### src/rtl/divreq_ctrl.sv
// divreq_ctrl: initiator side of the execute-stage RV32M divide handshake.
//
// Decodes DIV/DIVU/REM/REMU from the execute stage. It launches each op on the
// divide unit with a one-cycle start pulse and stalls the pipeline while the op
// is in flight. It captures the quotient or remainder and presents a one-cycle
// writeback. The divide unit handles all signed, divide-by-zero and overflow
// fix-ups.
//
// Optional build macro: DIVREM_REUSE_EN
//   When defined, the last completed operand pair and its results are cached.
//   A matching request (e.g. REM after DIV on the same operands) completes
//   from the cache without starting the divider.
//
// Ports
//   clk, cpurst                      core clock, async active-high reset
//   ex_valid/ex_isdiv/ex_funct3      execute-stage decode
//   ex_rs1/ex_rs2/ex_rd              operands and destination
//   ex_flush                         kill in-flight op
//   dividend/divider/divsigned       registered operands to the divide unit
//   diven_p                          registered start pulse
//   diven/divout_valid/quo/rem       divide unit status and results
//   ex_stall                         hold execute stage
//   wb_valid/wb_rd/wb_data           one-cycle writeback
//   div_err                          one-cycle timeout pulse
module divreq_ctrl #(
    parameter int DIV_TIMEOUT = 63,
    parameter int RDW         = 5
) (
    input  logic           clk,
    input  logic           cpurst,
    input  logic           ex_valid,
    input  logic           ex_isdiv,
    input  logic [2:0]     ex_funct3,
    input  logic [31:0]    ex_rs1,
    input  logic [31:0]    ex_rs2,
    input  logic [RDW-1:0] ex_rd,
    input  logic           ex_flush,
    output logic [31:0]    dividend,
    output logic [31:0]    divider,
    output logic           divsigned,
    output logic           diven_p,
    input  logic           diven,
    input  logic           divout_valid,
    input  logic [31:0]    quo,
    input  logic [31:0]    rem,
    output logic           ex_stall,
    output logic           wb_valid,
    output logic [RDW-1:0] wb_rd,
    output logic [31:0]    wb_data,
    output logic           div_err
);

    localparam int CW = $clog2(DIV_TIMEOUT + 1);
    // The counter starts at 0 in the first WAIT cycle, which is one cycle after
    // diven_p. Firing at DIV_TIMEOUT-2 puts the registered div_err pulse
    // exactly DIV_TIMEOUT cycles after diven_p.
    localparam logic [CW-1:0] TO_LAST = CW'(DIV_TIMEOUT - 2);

    typedef enum logic [2:0] {IDLE, ISSUE, WAIT, DONE, DRAIN} state_t;

    state_t        state;
    logic [CW-1:0] cnt;
    logic          selrem;
    logic          req;
    logic          timeout;
    logic          hit;
    logic [31:0]   hit_data;
    logic          unused_funct3;

    // funct3[2] is always 1 for the M-extension divides.
    assign unused_funct3 = ex_funct3[2];

    assign req     = ex_valid & ex_isdiv & ~ex_flush;
    assign timeout = (state == WAIT) & ~divout_valid & (cnt == TO_LAST);

`ifdef DIVREM_REUSE_EN
    logic        c_vld;
    logic        c_s;
    logic [31:0] c_a, c_b, c_q, c_r;

    assign hit      = c_vld & (c_a == ex_rs1) & (c_b == ex_rs2) & (c_s == ~ex_funct3[0]);
    assign hit_data = ex_funct3[1] ? c_r : c_q;

    // A discarded or abandoned op must never seed the cache.
    always_ff @(posedge clk or posedge cpurst) begin
        if (cpurst) begin
            c_vld <= 1'b0;
            c_s   <= 1'b0;
            c_a   <= '0;
            c_b   <= '0;
            c_q   <= '0;
            c_r   <= '0;
        end else if (ex_flush || state == DRAIN || timeout) begin
            c_vld <= 1'b0;
        end else if (state == WAIT && divout_valid) begin
            c_vld <= 1'b1;
            c_s   <= divsigned;
            c_a   <= dividend;
            c_b   <= divider;
            c_q   <= quo;
            c_r   <= rem;
        end
    end
`else
    assign hit      = 1'b0;
    assign hit_data = '0;
`endif

    always_ff @(posedge clk or posedge cpurst) begin
        if (cpurst) begin
            state     <= IDLE;
            cnt       <= '0;
            dividend  <= '0;
            divider   <= '0;
            divsigned <= 1'b0;
            selrem    <= 1'b0;
            wb_rd     <= '0;
            wb_data   <= '0;
            diven_p   <= 1'b0;
            div_err   <= 1'b0;
        end else begin
            diven_p <= 1'b0;
            div_err <= 1'b0;
            case (state)
                IDLE: begin
                    // A cache hit does not need the divider, so it is not
                    // blocked by diven.
                    if (req && (hit || !diven)) begin
                        dividend  <= ex_rs1;
                        divider   <= ex_rs2;
                        divsigned <= ~ex_funct3[0];
                        selrem    <= ex_funct3[1];
                        wb_rd     <= ex_rd;
                        if (hit) begin
                            wb_data <= hit_data;
                            state   <= DONE;
                        end else begin
                            diven_p <= 1'b1;
                            state   <= ISSUE;
                        end
                    end
                end
                ISSUE: begin
                    // The start pulse is already on the wire. The divider
                    // cannot abort, so a flush here still has to drain.
                    cnt   <= '0;
                    state <= ex_flush ? DRAIN : WAIT;
                end
                WAIT: begin
                    cnt <= cnt + 1'b1;
                    if (ex_flush) begin
                        // A result arriving with the flush is simply dropped.
                        state <= divout_valid ? IDLE : DRAIN;
                    end else if (divout_valid) begin
                        wb_data <= selrem ? rem : quo;
                        state   <= DONE;
                    end else if (timeout) begin
                        div_err <= 1'b1;
                        state   <= IDLE;
                    end
                end
                DONE:  state <= IDLE;
                DRAIN: if (divout_valid) state <= IDLE;
                default: state <= IDLE;
            endcase
        end
    end

    // Both outputs are gated by reset so that every output reads 0 while
    // cpurst is high.
    assign ex_stall = ~cpurst & (((state == IDLE) & req) | (state == ISSUE) |
                                 (state == WAIT) | ((state == DRAIN) & req));
    assign wb_valid = ~cpurst & (state == DONE) & ~ex_flush;

endmodule
### config.mk
export PLATFORM = sky130hd
export DESIGN_NAME = divreq_ctrl
export DESIGN_NICKNAME = d
export VERILOG_FILES = /design/src/rtl/divreq_ctrl.sv
export SDC_FILE = /design/constraint.sdc
export NUM_CORES = 1
export LEC_CHECK = 0
export CAP_MARGIN = 10
export CORE_ASPECT_RATIO = 1.75
export CORE_UTILIZATION = 35
export CTS_CLUSTER_DIAMETER = 200
export CTS_CLUSTER_SIZE = 30
export DETAILED_ROUTE_END_ITERATION = 10
export PLACE_DENSITY = 0.73
export SYNTH_ARGS = -nofsm -noshare
export SYNTH_HDL_FRONTEND = slang
export SYNTH_SLANG_ARGS = --single-unit
### constraint.sdc
create_clock -name clk -period 3.4 [get_ports clk]
set_input_delay 0.34 -clock clk [delete_from_list [all_inputs] [get_ports clk]]
set_output_delay 0.34 -clock clk [all_outputs]
set_load 0.01 [all_outputs]
==> flow_metrics.env <==
export IMPL_timing_final_crit_share_pct=74.6
export IMPL_gp_congestion=0.819
export IMPL_dp_worst_setup_slack_ns=0.921
export IMPL_final_setup_skew_ns=0.00942
export IMPL_final_setup_tns_ns=0
export IMPL_routed_via_count=3641
export IMPL_tritoncts_num_sinks=114
export IMPL_relSlewSlack_pct=51.6
export IMPL_mappedNetlistNets=476
export IMPL_fp_coreArea_um2=14900
export IMPL_clock_root_buffer="sky130_fd_sc_hd__clkbuf_16"
export IMPL_run_status="complete, no violations"
export IMPL_cts_clk_slew_worst_paths_ns=0.06
export IMPL_clk_path_buf_depth=2
export IMPL_maximum_capacitance_violations=0
export IMPL_power_frac_seq_pct=34.7
export IMPL_floorplan_die_width_um=95.8
export IMPL_cellPowerDensity_nw_per_um2=666
export IMPL_p_int_w=0.00420
export IMPL_synth_area_leader_cell="sky130_fd_sc_hd__dfrtp_1"
export IMPL_detailed_place_hpwl_mm=10.2
export IMPL_insertedDiodeCount=0
export IMPL_postLayoutCoreUtil_pct=57.2
export IMPL_critPathRequiredTime_ns=3.06
export IMPL_finish_instance_area_um2=8530
export IMPL_combPwrFrac_pct=33.1
export IMPL_postSynthCellCount=331
export IMPL_placed_area_um2=7920
export IMPL_unrepaired_setup_endpoints_after_global_routing="false"
export IMPL_dp_cells=749
export IMPL_grt_use_met2_pct=32.4
export IMPL_type_of_element_launching_the_critical_path="register"
export IMPL_min_path_type="input pin to async pin"
export IMPL_fp_dieArea_um2=15900
export IMPL_synth_top_cells_by_count="sky130_fd_sc_hd__dfrtp_1, sky130_fd_sc_hd__mux2_4, sky130_fd_sc_hd__mux2_2"
export IMPL_std_cell_rows=59
export IMPL_io_pins=249
export IMPL_grt_busiest_layer="met2"
export IMPL_final_cells=781
export IMPL_seq_area_frac_synth_pct=53.0
export IMPL_cp_max_fo=19
export IMPL_max_freq_mhz=394
export IMPL_synth_ff_latch_count=114
export IMPL_initial_core_util_pct=36.1
export IMPL_p_switching_w=0.00148
export IMPL_max_rail_drop_vdd_mv=0.337
export IMPL_worst_pin_slew_ns=0.725
export IMPL_track_usage_pct=18.0
export IMPL_post_route_cells_drive_above_1_share_pct=30.1
export IMPL_worstSetupEndpointType="output pin"
export IMPL_power_clock_fraction_pct=32.2
export IMPL_yosysWarnings=0
export IMPL_main_area_contributors_after_synthesis="sky130_fd_sc_hd__dfrtp_1, sky130_fd_sc_hd__mux2_4, sky130_fd_sc_hd__mux2_2, sky130_fd_sc_hd__buf_12, sky130_fd_sc_hd__o21ai_0"
export IMPL_p_leak_nw=3.72
export IMPL_avgViaCountPerCell=4.66
export IMPL_total_of_fill_cells_in_the_finished_design=1207
export IMPL_post_cts_repair_setup_buffers=0
export IMPL_post_drt_wl_per_cell_um=17.6
export IMPL_synth_top_flop_cell="sky130_fd_sc_hd__dfrtp_1"
export IMPL_postCtsHoldBufs=0
export IMPL_port_buffer_count=247
export IMPL_vias_in_the_first_global_route=4047
export IMPL_post_synth_cell_area_avg_um2=16.3
export IMPL_report_final_slew_viol_count=0
export IMPL_final_antenna_net_count=0
export IMPL_grt_util_met3_pct=5.04
export IMPL_remaining_drc_errors=0
export IMPL_die_h_um=166
export IMPL_h_tree_depth=4
export IMPL_period_minus_ws_final_ns=2.54
export IMPL_numCtsBuffers=17
export IMPL_setup_viol=0
export IMPL_syn_area_um2=5380
export IMPL_drt_initial_drc_count=73
export IMPL_drtPass1Iterations=4
export IMPL_post_cts_resize_count=0
export IMPL_insertion_delay_ns=0.41
export IMPL_grt_ovfl_total=0
export IMPL_nNetsFinal=730
export IMPL_timing_worst_setup_path_type="register to output pin"
export IMPL_power_share_switching_pct=26.1
export IMPL_met1_grt_util_pct=19.1
export IMPL_final_hold_vio_count=0
export IMPL_worstPathArrival_ns=2.20
export IMPL_antenna_found_initial=0
export IMPL_postLayoutSetupSlackWorst_ns=0.863
export IMPL_detail_route_wirelength_mm=13.8
export IMPL_cts_tree="yes"
export IMPL_post_synth_arst_share_pct=100
export IMPL_grt_first_pass_wirelength_mm=21.3
export IMPL_synth_top_area_share_pct=53.0
export IMPL_unique_masters_post_synth=37
export IMPL_cell_with_the_most_instances_after_synthesis="sky130_fd_sc_hd__dfrtp_1"
export IMPL_grt_start_max_net_pins=63
export IMPL_synth_enable_flop_cells=0
export IMPL_flow_area_growth_from_synthesis_pct=58.5
-- area by class of cell --
| class | instances | area [um2] | area share (%) |
|---|---|---|---|
| sequential | 114 | 2850 | 33.4 |
| timing repair buffer | 255 | 2540 | 29.8 |
| multi-input combinational | 192 | 2270 | 26.6 |
| clock buffer | 19 | 453 | 5.31 |
| tap | 183 | 229 | 2.68 |
| clock inverter | 13 | 159 | 1.86 |
| inverter | 5 | 22.5 | 0.264 |
-- cell usage in the layout (no fill, tap or decap), types with 2 or more instances in the layout --
master,count
sky130_fd_sc_hd__a21oi_1,6
sky130_fd_sc_hd__buf_4,7
sky130_fd_sc_hd__bufinv_16,3
sky130_fd_sc_hd__clkbuf_16,17
sky130_fd_sc_hd__clkbuf_8,2
sky130_fd_sc_hd__clkdlybuf4s50_1,247
sky130_fd_sc_hd__clkinv_2,3
sky130_fd_sc_hd__clkinvlp_4,7
sky130_fd_sc_hd__dfrtp_1,114
sky130_fd_sc_hd__ha_1,2
sky130_fd_sc_hd__inv_1,4
sky130_fd_sc_hd__mux2_2,38
sky130_fd_sc_hd__mux2_4,96
sky130_fd_sc_hd__mux2i_1,3
sky130_fd_sc_hd__nand2_1,5
sky130_fd_sc_hd__nand3_1,2
sky130_fd_sc_hd__nor2_1,4
sky130_fd_sc_hd__nor3b_1,2
sky130_fd_sc_hd__o21ai_0,12
sky130_fd_sc_hd__o31ai_1,2
-- power by group through the flow --
| stage | clock (W) | sequential (W) | combinational, W |
|---|---|---|---|
| after detailed placement | 0 | 0.00199 | 0.00190 |
| final | 0.00183 | 0.00197 | 0.00188 |
| after CTS | 0.00187 | 0.00198 | 0.00191 |
| after global placement | 0 | 0.00197 | 0.00188 |
| after floorplan | 0 | 0.00212 | 0.000730 |
| after global routing | 0.00193 | 0.00203 | 0.00199 |
-- worst max-delay path, cell delays in order (launching register included) --
cell	delay, ns
sky130_fd_sc_hd__dfrtp_1	0.73
sky130_fd_sc_hd__and2_1	0.30
sky130_fd_sc_hd__and3_1	0.21
sky130_fd_sc_hd__clkdlybuf4s50_1	0.55
-- flip-flops by register name, indices dropped and copies added (netlist names) --
| name | flops |
|---|---|
| cnt | 6 |
| div_err | 1 |
| diven_p | 1 |
| dividend | 32 |
| divider | 32 |
| divsigned | 1 |
| selrem | 1 |
| state | 3 |
| wb_data | 32 |
| wb_rd | 5 |
-- kinds of logic (layout without fill, tap and decap cells) --
kind of cell / after synthesis / after routing / synth area share, %
DFF: 114 / 114 / 53.0
buffers and inverters: 25 / 292 / 4.81
muxes: 137 / 137 / 35.3
adders and majority gates: 2 / 2 / 0.465
AOI/OAI and AO/OA: 24 / 24 / 2.58
and+or+nand+nor: 29 / 29 / 3.88
-- path summary, 6_finish.rpt --
kind	from	end	slack, ns	cells after the start
min in group clk	wb_data[10]$_DFFE_PP0P_	wb_data[10]$_DFFE_PP0P_	0.50	1
worst min register to register	wb_data[10]$_DFFE_PP0P_	wb_data[10]$_DFFE_PP0P_	0.50	1
worst min-delay path	cpurst	state[1]$_DFFE_PP0P_	0.17	2
worst max register to register	state[0]$_DFFE_PP0P_	wb_data[10]$_DFFE_PP0P_	1.05	4
worst max-delay path	state[0]$_DFFE_PP0P_	wb_valid	0.86	3
max in group asynchronous	cpurst	wb_rd[3]$_DFFE_PP0P_	1.90	4
-- metrics by stage --
stage	power, W	hold slack, ns
floorplan	0.00285	0.411
global route	0.00595	0.169
detailed placement	0.00389	0.493
finish	0.00568	0.171
CTS	0.00576	0.150
global placement	0.00384	0.491
-- routing by layer --
metal	wire (um)	part of all wire [%]	up-vias
li1	-	-	1692
met3	815	5.9	24
met2	7650	56	149
met1	4940	36	1776
met4	367	2.7	0
met5	0	0	-
(Power assumes the default switching activity.)
